$ cat src/rtl/idex_stage.sv
// ID/EX pipeline register for the five-stage CPU, with load-use hazard detection,
// bubble insertion on stall or branch flush, and a saturating bubble counter.
module idex_stage #(
    parameter int DW = 32,
    parameter int CW = 16
) (
    input  logic          clk_i,
    input  logic          rst_i,
    input  logic          hold_i,
    input  logic          flush_i,
    input  logic          id_valid_i,
    input  logic [8:0]    id_ctrl_i,
    input  logic [DW-1:0] id_rs_data_i,
    input  logic [DW-1:0] id_rt_data_i,
    input  logic [DW-1:0] id_imm_i,
    input  logic [4:0]    id_rs_addr_i,
    input  logic [4:0]    id_rt_addr_i,
    input  logic [4:0]    id_rd_addr_i,
    input  logic          id_uses_rt_i,
    output logic          ex_valid_o,
    output logic [8:0]    ex_ctrl_o,
    output logic [DW-1:0] ex_rs_data_o,
    output logic [DW-1:0] ex_rt_data_o,
    output logic [DW-1:0] ex_imm_o,
    output logic [4:0]    ex_rs_addr_o,
    output logic [4:0]    ex_rt_addr_o,
    output logic [4:0]    ex_rd_addr_o,
    output logic          stall_o,
    output logic [CW-1:0] bubble_cnt_o
);

    // Control word layout: {RegWrite, MemtoReg, MemRead, MemWrite, ALUSrc, ALUOp[1:0], RegDst, Branch}
    localparam int MEMREAD_BIT = 6;

    logic          r_vld_p1;
    logic [8:0]    r_ctrl_p1;
    logic [DW-1:0] r_rs_data_p1;
    logic [DW-1:0] r_rt_data_p1;
    logic [DW-1:0] r_imm_p1;
    logic [4:0]    r_rs_addr_p1;
    logic [4:0]    r_rt_addr_p1;
    logic [4:0]    r_rd_addr_p1;
    logic [CW-1:0] r_bubble_cnt;

    logic          w_rs_match;
    logic          w_rt_match;
    logic          w_hz;
    logic          w_bubble;

    function automatic logic [CW-1:0] sat_inc(input logic [CW-1:0] v);
        if (&v)
            return v;
        return v + CW'(1);
    endfunction

    // A load into $0 never produces a value, so it cannot create a dependency.
    assign w_rs_match = (r_rt_addr_p1 == id_rs_addr_i);
    assign w_rt_match = id_uses_rt_i && (r_rt_addr_p1 == id_rt_addr_i);
    assign w_hz       = r_vld_p1 && r_ctrl_p1[MEMREAD_BIT] && (r_rt_addr_p1 != 5'd0) &&
                        id_valid_i && (w_rs_match || w_rt_match);

    // The flushed instruction is discarded anyway, so no stall is required.
    assign stall_o  = w_hz && !flush_i;
    assign w_bubble = flush_i || w_hz;

    // ---- ID -> EX stage boundary ----
    always_ff @(posedge clk_i) begin
        if (!rst_i) begin
            r_vld_p1     <= 1'b0;
            r_ctrl_p1    <= '0;
            r_rs_data_p1 <= '0;
            r_rt_data_p1 <= '0;
            r_imm_p1     <= '0;
            r_rs_addr_p1 <= '0;
            r_rt_addr_p1 <= '0;
            r_rd_addr_p1 <= '0;
            r_bubble_cnt <= '0;
        end else if (!hold_i) begin
            r_rs_data_p1 <= id_rs_data_i;
            r_rt_data_p1 <= id_rt_data_i;
            r_imm_p1     <= id_imm_i;
            r_rs_addr_p1 <= id_rs_addr_i;
            r_rt_addr_p1 <= id_rt_addr_i;
            r_rd_addr_p1 <= id_rd_addr_i;
            if (w_bubble) begin
                r_vld_p1     <= 1'b0;
                r_ctrl_p1    <= '0;
                r_bubble_cnt <= sat_inc(r_bubble_cnt);
            end else begin
                r_vld_p1  <= id_valid_i;
                r_ctrl_p1 <= id_valid_i ? id_ctrl_i : 9'd0;
            end
        end
    end

    assign ex_valid_o   = r_vld_p1;
    assign ex_ctrl_o    = r_ctrl_p1;
    assign ex_rs_data_o = r_rs_data_p1;
    assign ex_rt_data_o = r_rt_data_p1;
    assign ex_imm_o     = r_imm_p1;
    assign ex_rs_addr_o = r_rs_addr_p1;
    assign ex_rt_addr_o = r_rt_addr_p1;
    assign ex_rd_addr_o = r_rd_addr_p1;
    assign bubble_cnt_o = r_bubble_cnt;

endmodule

$ cat config.mk
export PLATFORM = sky130hd
export DESIGN_NAME = idex_stage
export DESIGN_NICKNAME = d
export VERILOG_FILES = /design/src/rtl/idex_stage.sv
export SDC_FILE = /design/constraint.sdc
export NUM_CORES = 1
export LEC_CHECK = 0
export CORE_UTILIZATION = 43
export DETAILED_ROUTE_END_ITERATION = 7
export PLACE_DENSITY = 0.86
export REMOVE_ABC_BUFFERS = 1
export SLEW_MARGIN = 10
export SYNTH_ARGS = -nofsm -noshare
export SYNTH_HDL_FRONTEND = slang
export SYNTH_SLANG_ARGS = --single-unit
$ cat constraint.sdc
create_clock -name clk_i -period 5.5 [get_ports clk_i]
set_input_delay 0.825 -clock clk_i [delete_from_list [all_inputs] [get_ports clk_i]]
set_output_delay 0.825 -clock clk_i [all_outputs]
set_load 0.01 [all_outputs]
==> summary.md, run 1 <==
| Metric | Value |
|---|---|
| End point of the most critical hold path | `ex_imm_o[23]` |
| Overall routing resource usage | `0.244` |
| Max-slew violations | `0` |
| Setup fix buffers added after clock tree synthesis | `0` |
| WHS Path Cells | `2` |
| Clock tree from TritonCTS | `yes` |
| Die Area | `12500 um^2` |
| Hold Fails Final Rpt | `0` |
| Sinks on the clock net | `137` |
| Number of endpoints failing setup at the final stage | `0` |
| Number of global-route vias before repair | `4800` |
| Setup TNS | `0 ps` |
| Detailed placement HPWL | `10.7 mm` |
| Number of antenna violations at the first check in global routing | `0` |
| Die Y | `112 um` |
| Class of the most critical hold timing path | `reg2reg` |
| Unique cell type count in the Yosys netlist | `35` |
| Number of filler cells placed in the layout | `829` |
| End of the worst register-to-register path | `bubble_cnt_o[1]` |
| Largest voltage drop on the vdd net | `0.198 mV` |
| Commonest cells after routing, fill and taps aside | `clkdlybuf4s50_1 (262), dfxtp_1 (137), mux2i_1 (121)` |
| Cell accounting for the most synthesized area | `dfxtp_1` |
| Drt first-iter violations | `262` |
| Via count of the routed design | `4670` |
| Placed cell area | `7910 um^2` |
| Floorplan row count | `39` |
| Worst clock skew on the final layout | `4.15 ps` |
| Synth-to-Final Area Change | `64.5%` |
| Total CTS buffers | `17` |
| Mapped Area | `5200 um^2` |
| Area contributors post-synth | `dfxtp_1 (53%), mux2i_1 (23%), nor2_1 (8.1%), nor3_1 (1.4%), a21oi_1 (1.3%)` |
| DRC viols | `20` |
| Run status | `finished with violations` |
| Portion of the post-synthesis area used by sequential elements | `0.527` |
| Number of placed instances with taps included | `890` |
| Mean number of vias per cell | `5.07` |
| Avg Synthesized Cell Area | `10.1 um^2` |
| Post-synthesis async set-or-reset flop share | `0` |
| Max Fanout on Critical Path | `2` |
| Clock root buffer | `clkbuf_16` |
| Final GP Congestion | `0.798` |
| Max Buffers Root-to-Sink | `2` |
| Min Clock Period, post-route | `3540 ps` |
| Share of the clock period used by the worst path | `0.645` |
| Worst skew pair latency | `410 ps` |
| Non-filler cells, final | `921` |
| Core region area | `11600 um^2` |
| Worst reg2reg setup slack | `3230 ps` |
| Wire per inst | `16.3 um` |
| Number of enable-type register cells in the synthesized netlist | `0` |
| Clock-pin slew reported for the worst setup and hold paths after clock tree synthesis | `60 ps` |
| Post-cts gate resize count | `0` |
| Setup repair after global routing missed its margin | `no` |
| #FFs+latches synth | `137` |
| Number of nets with antenna violations after routing | `0` |
| Count of max-cap constraint violations | `0` |
| CTS Hold Buffers Added | `0` |
| Type of the worst setup path | `in2out` |
| Violated checks | `design-rule violations` |
| Total Wirelength | `15.0 mm` |
| Cell area after layout | `8550 um^2` |
| Top-area cell type share of the netlist area | `0.527` |
| Layout cells sized above 1 | `0.0514` |
| Reg2reg path depth | `6` |
| Chip Width | `112 um` |
| Final net count | `893` |
| First-pass GRT wire length | `23.9 mm` |
| Hold path startpoint | `ex_imm_o[23]` |
| Number of search-and-repair iterations in the first detailed-routing pass | `6` |
| Nature of the critical path endpoint | `primary output` |
| Aggregate global routing overflow | `0` |
| Largest net degree at the start of global routing | `82` |
| Fmax | `282 MHz` |
| Number of cells produced by synthesis | `513` |
| Number of warnings issued by yosys | `0` |
| Slew of the pin with the lowest slew margin | `1050 ps` |
| Dominant register cell in the synthesized netlist | `dfxtp_1` |
| Count of input and output buffers | `263` |
| Commonest non-fill, non-tap cell in the layout | `clkdlybuf4s50_1` |
| Max-slew headroom | `0.299` |
| Reg-to-Reg Start | `bubble_cnt_o[0]` |
| Leakage component of the power | `3.51 nW` |
| Arrival time at the worst endpoint | `2720 ps` |
| Total power divided by cell area | `312 nW/um^2` |
| H-tree levels | `4` |
| Count of inserted antenna diode cells | `0` |
| Crit path launch type | `input port` |
| Initial Util | `0.448` |
| Top Ports | `264` |
| Worst Path Required | `4680 ps` |
state kept, by name, indices dropped and copies added (netlist names):
name / count
bubble_cnt_o: 16
ex_ctrl_o: 9
ex_imm_o: 32
ex_rd_addr_o: 5
ex_rs_addr_o: 5
ex_rs_data_o: 32
ex_rt_addr_o: 5
ex_rt_data_o: 32
ex_valid_o: 1
metal layers:
| metal | up-vias | part of all wire | routed length, um | global-route usage |
|---|---|---|---|---|
| li1 | 2279 | - | - | - |
| met1 | 2155 | 0.38 | 5650 | 0.259 |
| met2 | 199 | 0.52 | 7810 | 0.446 |
| met3 | 37 | 0.079 | 1190 | 0.0724 |
| met4 | 0 | 0.025 | 371 | 0.108 |
| met5 | - | 0 | 0 | 0 |
cell usage after synthesis (all sizes together) (4+ instances only):
master    n
nand4     5
nor3     15
mux2i   121
o21ai     8
clkbuf   15
xor2      4
or4       7
a21oi    13
nand2     6
buf      17
or3       7
dfxtp   137
nor2    112
nand3     9
xnor2     6
o31ai     6
layout make-up:
| class | count | area [um^2] | area share |
|---|---|---|---|
| clock buffers | 18 | 439 | 0.0514 |
| clock inverters | 13 | 201 | 0.0236 |
| inverters | 3 | 13.8 | 0.00161 |
| multi-input cells | 341 | 2320 | 0.271 |
| flip-flops and latches | 137 | 2740 | 0.321 |
| well taps | 143 | 179 | 0.0209 |
| repair buffers | 266 | 2660 | 0.311 |
stage by stage:
stage                     hold WS [ps]   util  setup WS (ps)  power (mW)
after CTS                          496  0.736           1930        2.69
final                              492  0.736           1960        2.66
after global placement             473  0.681           1980        1.45
after global routing               511  0.736           1800        2.77
after floorplan                    498      -           2540        1.22
after detailed placement           482  0.681           1940        1.46
worst max path at each step:
| stage | from | endpoint | cells after the start |
|---|---|---|---|
| 4_1_cts | id_rt_addr_i[4] | stall_o | 7 |
| 6_report | id_rt_addr_i[4] | stall_o | 7 |
| 3_3_place_gp | id_rt_addr_i[4] | stall_o | 7 |
| 3_5_place_dp | id_rt_addr_i[4] | stall_o | 7 |
| 5_1_grt | id_rt_addr_i[4] | stall_o | 7 |
| 2_1_floorplan | id_rs_addr_i[1] | bubble_cnt_o[1] | 6 |
kinds of logic (layout without fill, tap and decap cells):
family | after synthesis | in the layout | share of synthesized area
AO/OA/AOI/OAI | 36 | 36 | 0.0445
buffers and inverters | 35 | 300 | 0.0274
AND/OR/NAND/NOR | 173 | 173 | 0.148
flip-flops | 137 | 137 | 0.527
XOR/XNOR | 10 | 10 | 0.0168
multiplexers | 121 | 121 | 0.233
adder cells (fa/ha/maj) | 1 | 1 | 0.00241
critical path, cell delays in order:
cell and delay (ps):
clkdlybuf4s50_1 440, xnor2_1 200, nand4_1 110, nor3_1 310, o21bai_1 160, nor2_1 120, clkdlybuf4s50_1 540
where the power goes:
group,switching [mW],internal (mW),total (mW)
Combinational,0.144,0.221,0.365
Sequential,0.0300,1.05,1.08
Clock,0.414,0.810,1.22
(Power assumes the default switching activity.)
==> run 2: changes to the inputs <==
--- a/config.mk
+++ b/config.mk
@@ -5,9 +5,9 @@
 export SDC_FILE = /design/constraint.sdc
 export NUM_CORES = 1
 export LEC_CHECK = 0
-export CORE_UTILIZATION = 43
+export CORE_UTILIZATION = 36
 export DETAILED_ROUTE_END_ITERATION = 7
-export PLACE_DENSITY = 0.86
+export PLACE_DENSITY = 0.76
 export REMOVE_ABC_BUFFERS = 1
 export SLEW_MARGIN = 10
 export SYNTH_ARGS = -nofsm -noshare
==> constraint.sdc (replaced) <==
create_clock -name clk_i -period 3 [get_ports clk_i]
set_input_delay 0.45 -clock clk_i [delete_from_list [all_inputs] [get_ports clk_i]]
set_output_delay 0.45 -clock clk_i [all_outputs]
set_load 0.01 [all_outputs]
==> run 2 against run 1 <==
  * The flow now finishes without violations
  * Sequential cell count stayed put
  * Hold slack lost 20 ps
  * Global-route usage shrank 4.8 points
==> summary.md, run 2 (synthesis results as in run 1) <==
| Metric | Value |
|---|---|
| Sinks on the clock net | `137 (unchanged)` |
| Cell area after layout | `8550 um^2 (about the same)` |
| Crit path launch type | `input port (unchanged)` |
| Synth-to-Final Area Change | `64.5% (about the same)` |
| Placed cell area | `8010 um^2 (was 7910 um^2)` |
| Aggregate global routing overflow | `0 (unchanged)` |
| Mean number of vias per cell | `4.82 (was 5.07)` |
| Post-Route Utilization | `0.612 (was 0.736)` |
| Worst Path Required | `2550 ps (was 4680 ps)` |
| Type of the worst setup path | `in2out (unchanged)` |
| Min Clock Period, post-route | `2800 ps` |
| Die Y | `122 um (was 112 um)` |
| Number of antenna violations at the first check in global routing | `0 (unchanged)` |
| Hold WS | `472 ps (was 492 ps)` |
| Slew of the pin with the lowest slew margin | `1010 ps (was 1050 ps)` |
| Commonest cells after routing, fill and taps aside | `clkdlybuf4s50_1 (262), dfxtp_1 (137), mux2i_1 (121) (unchanged)` |
| Final net count | `896 (was 893)` |
| H-tree levels | `4 (unchanged)` |
| Chip Width | `122 um (was 112 um)` |
| Worst clock skew on the final layout | `9.93 ps (was 4.15 ps)` |
| DRC viols | `0 (was 20)` |
| Count of input and output buffers | `263 (unchanged)` |
| Floorplan row count | `43 (was 39)` |
| Post-cts gate resize count | `0 (unchanged)` |
| Max-slew headroom | `0.318 (was 0.299)` |
| Clock root buffer | `clkbuf_16 (unchanged)` |
| Via count of the routed design | `4636 (was 4670)` |
| Setup fix buffers added after clock tree synthesis | `0 (unchanged)` |
| Number of global-route vias before repair | `4500 (was 4800)` |
| Class of the most critical hold timing path | `in2reg (was reg2reg)` |
| Worst skew pair latency | `410 ps (about the same)` |
| First-pass GRT wire length | `22.5 mm (was 23.9 mm)` |
| Die Area | `14900 um^2 (was 12500 um^2)` |
| Count of max-cap constraint violations | `0 (unchanged)` |
| Layout cells sized above 1 | `0.0512 (was 0.0514)` |
| Total CTS buffers | `17 (unchanged)` |
| CTS Hold Buffers Added | `0 (unchanged)` |
| Hold Fails Final Rpt | `0 (unchanged)` |
| Largest voltage drop on the vdd net | `0.333 mV (was 0.198 mV)` |
| Top Ports | `264 (unchanged)` |
| Setup repair after global routing missed its margin | `no (unchanged)` |
| Largest net degree at the start of global routing | `67 (was 82)` |
| Wire per inst | `15.2 um (was 16.3 um)` |
| Clock-pin slew reported for the worst setup and hold paths after clock tree synthesis | `50 ps (was 60 ps)` |
| Min setup slack post-route | `204 ps (was 1960 ps)` |
| Setup TNS | `0 ps (unchanged)` |
| Drt first-iter violations | `214 (was 262)` |
| Overall routing resource usage | `0.196 (was 0.244)` |
| Arrival time at the worst endpoint | `2350 ps (was 2720 ps)` |
| Final GP Congestion | `0.801 (was 0.798)` |
| Max Fanout on Critical Path | `2 (unchanged)` |
| Number of search-and-repair iterations in the first detailed-routing pass | `4 (was 6)` |
| Max Buffers Root-to-Sink | `2 (unchanged)` |
| Number of nets with antenna violations after routing | `0 (unchanged)` |
| Leakage component of the power | `3.50 nW (was 3.51 nW)` |
| Share of the clock period used by the worst path | `0.932` |
| Detailed placement HPWL | `10.6 mm (was 10.7 mm)` |
| Run status | `finished, final reports clean (was finished with violations)` |
| Clock tree from TritonCTS | `yes (unchanged)` |
| Nature of the critical path endpoint | `primary output (unchanged)` |
| Max-slew violations | `0 (unchanged)` |
| Worst Setup Slack post-DPL | `238 ps (was 1940 ps)` |
| Commonest non-fill, non-tap cell in the layout | `clkdlybuf4s50_1 (unchanged)` |
| Core region area | `14000 um^2 (was 11600 um^2)` |
| Fmax | `358 MHz` |
| Total power divided by cell area | `534 nW/um^2 (was 312 nW/um^2)` |
| Count of inserted antenna diode cells | `0 (unchanged)` |
| Total Wirelength | `14.6 mm (was 15.0 mm)` |
| Initial Util | `0.372 (was 0.448)` |
| Number of endpoints failing setup at the final stage | `0 (unchanged)` |
==> run 2: stage by stage <==
stage	std cells	power, mW
final	961	4.57
after global routing	961	4.77
after CTS	961	4.62
after detailed placement	930	2.68
after global placement	930	2.67
after floorplan	481	2.23
==> run 2: power breakdown <==
part	internal (mW)	total, mW	switching [mW]
registers	1.92	1.97	0.0537
logic	0.409	0.670	0.261
clock network	1.19	1.93	0.735
==> run 2: area by class of cell <==
| cell class | count | area [um^2] |
|---|---|---|
| Clock buffer | 23 | 478 |
| Clock inverter | 8 | 71.3 |
| Multi-Input combinational cell | 341 | 2320 |
| Fill cell | 1146 | 5430 |
| Tap cell | 180 | 225 |
| Sequential cell | 137 | 2740 |
| Inverter | 3 | 13.8 |
| Timing Repair Buffer | 269 | 2700 |
==> run 2: critical path, stage by stage <==
cell,delay (ps)
clkdlybuf4s50_1,500
xnor2_1,130
nand4_1,110
nor3_1,360
o21bai_1,150
nor2_1,110
clkdlybuf4s50_1,540
==> run 2: per-layer routing <==
layer,share of wire,vias up,global-route usage
met5,0,-,0
met3,0.072,26,0.0566
met4,0.022,0,0.0922
li1,-,2291,-
met2,0.49,197,0.332
met1,0.41,2122,0.225
==> run 2: path summary, 6_finish.rpt <==
path | startpoint | to | slack, ps | cells past startpoint
worst max-delay path | id_rt_addr_i[0] | stall_o | 200 | 7
worst max register to register | bubble_cnt_o[0] | bubble_cnt_o[5] | 610 | 6
worst min register to register | ex_rt_data_o[19] | ex_rt_data_o[19] | 490 | 2
worst min-delay path | hold_i | ex_rt_data_o[19] | 470 | 3
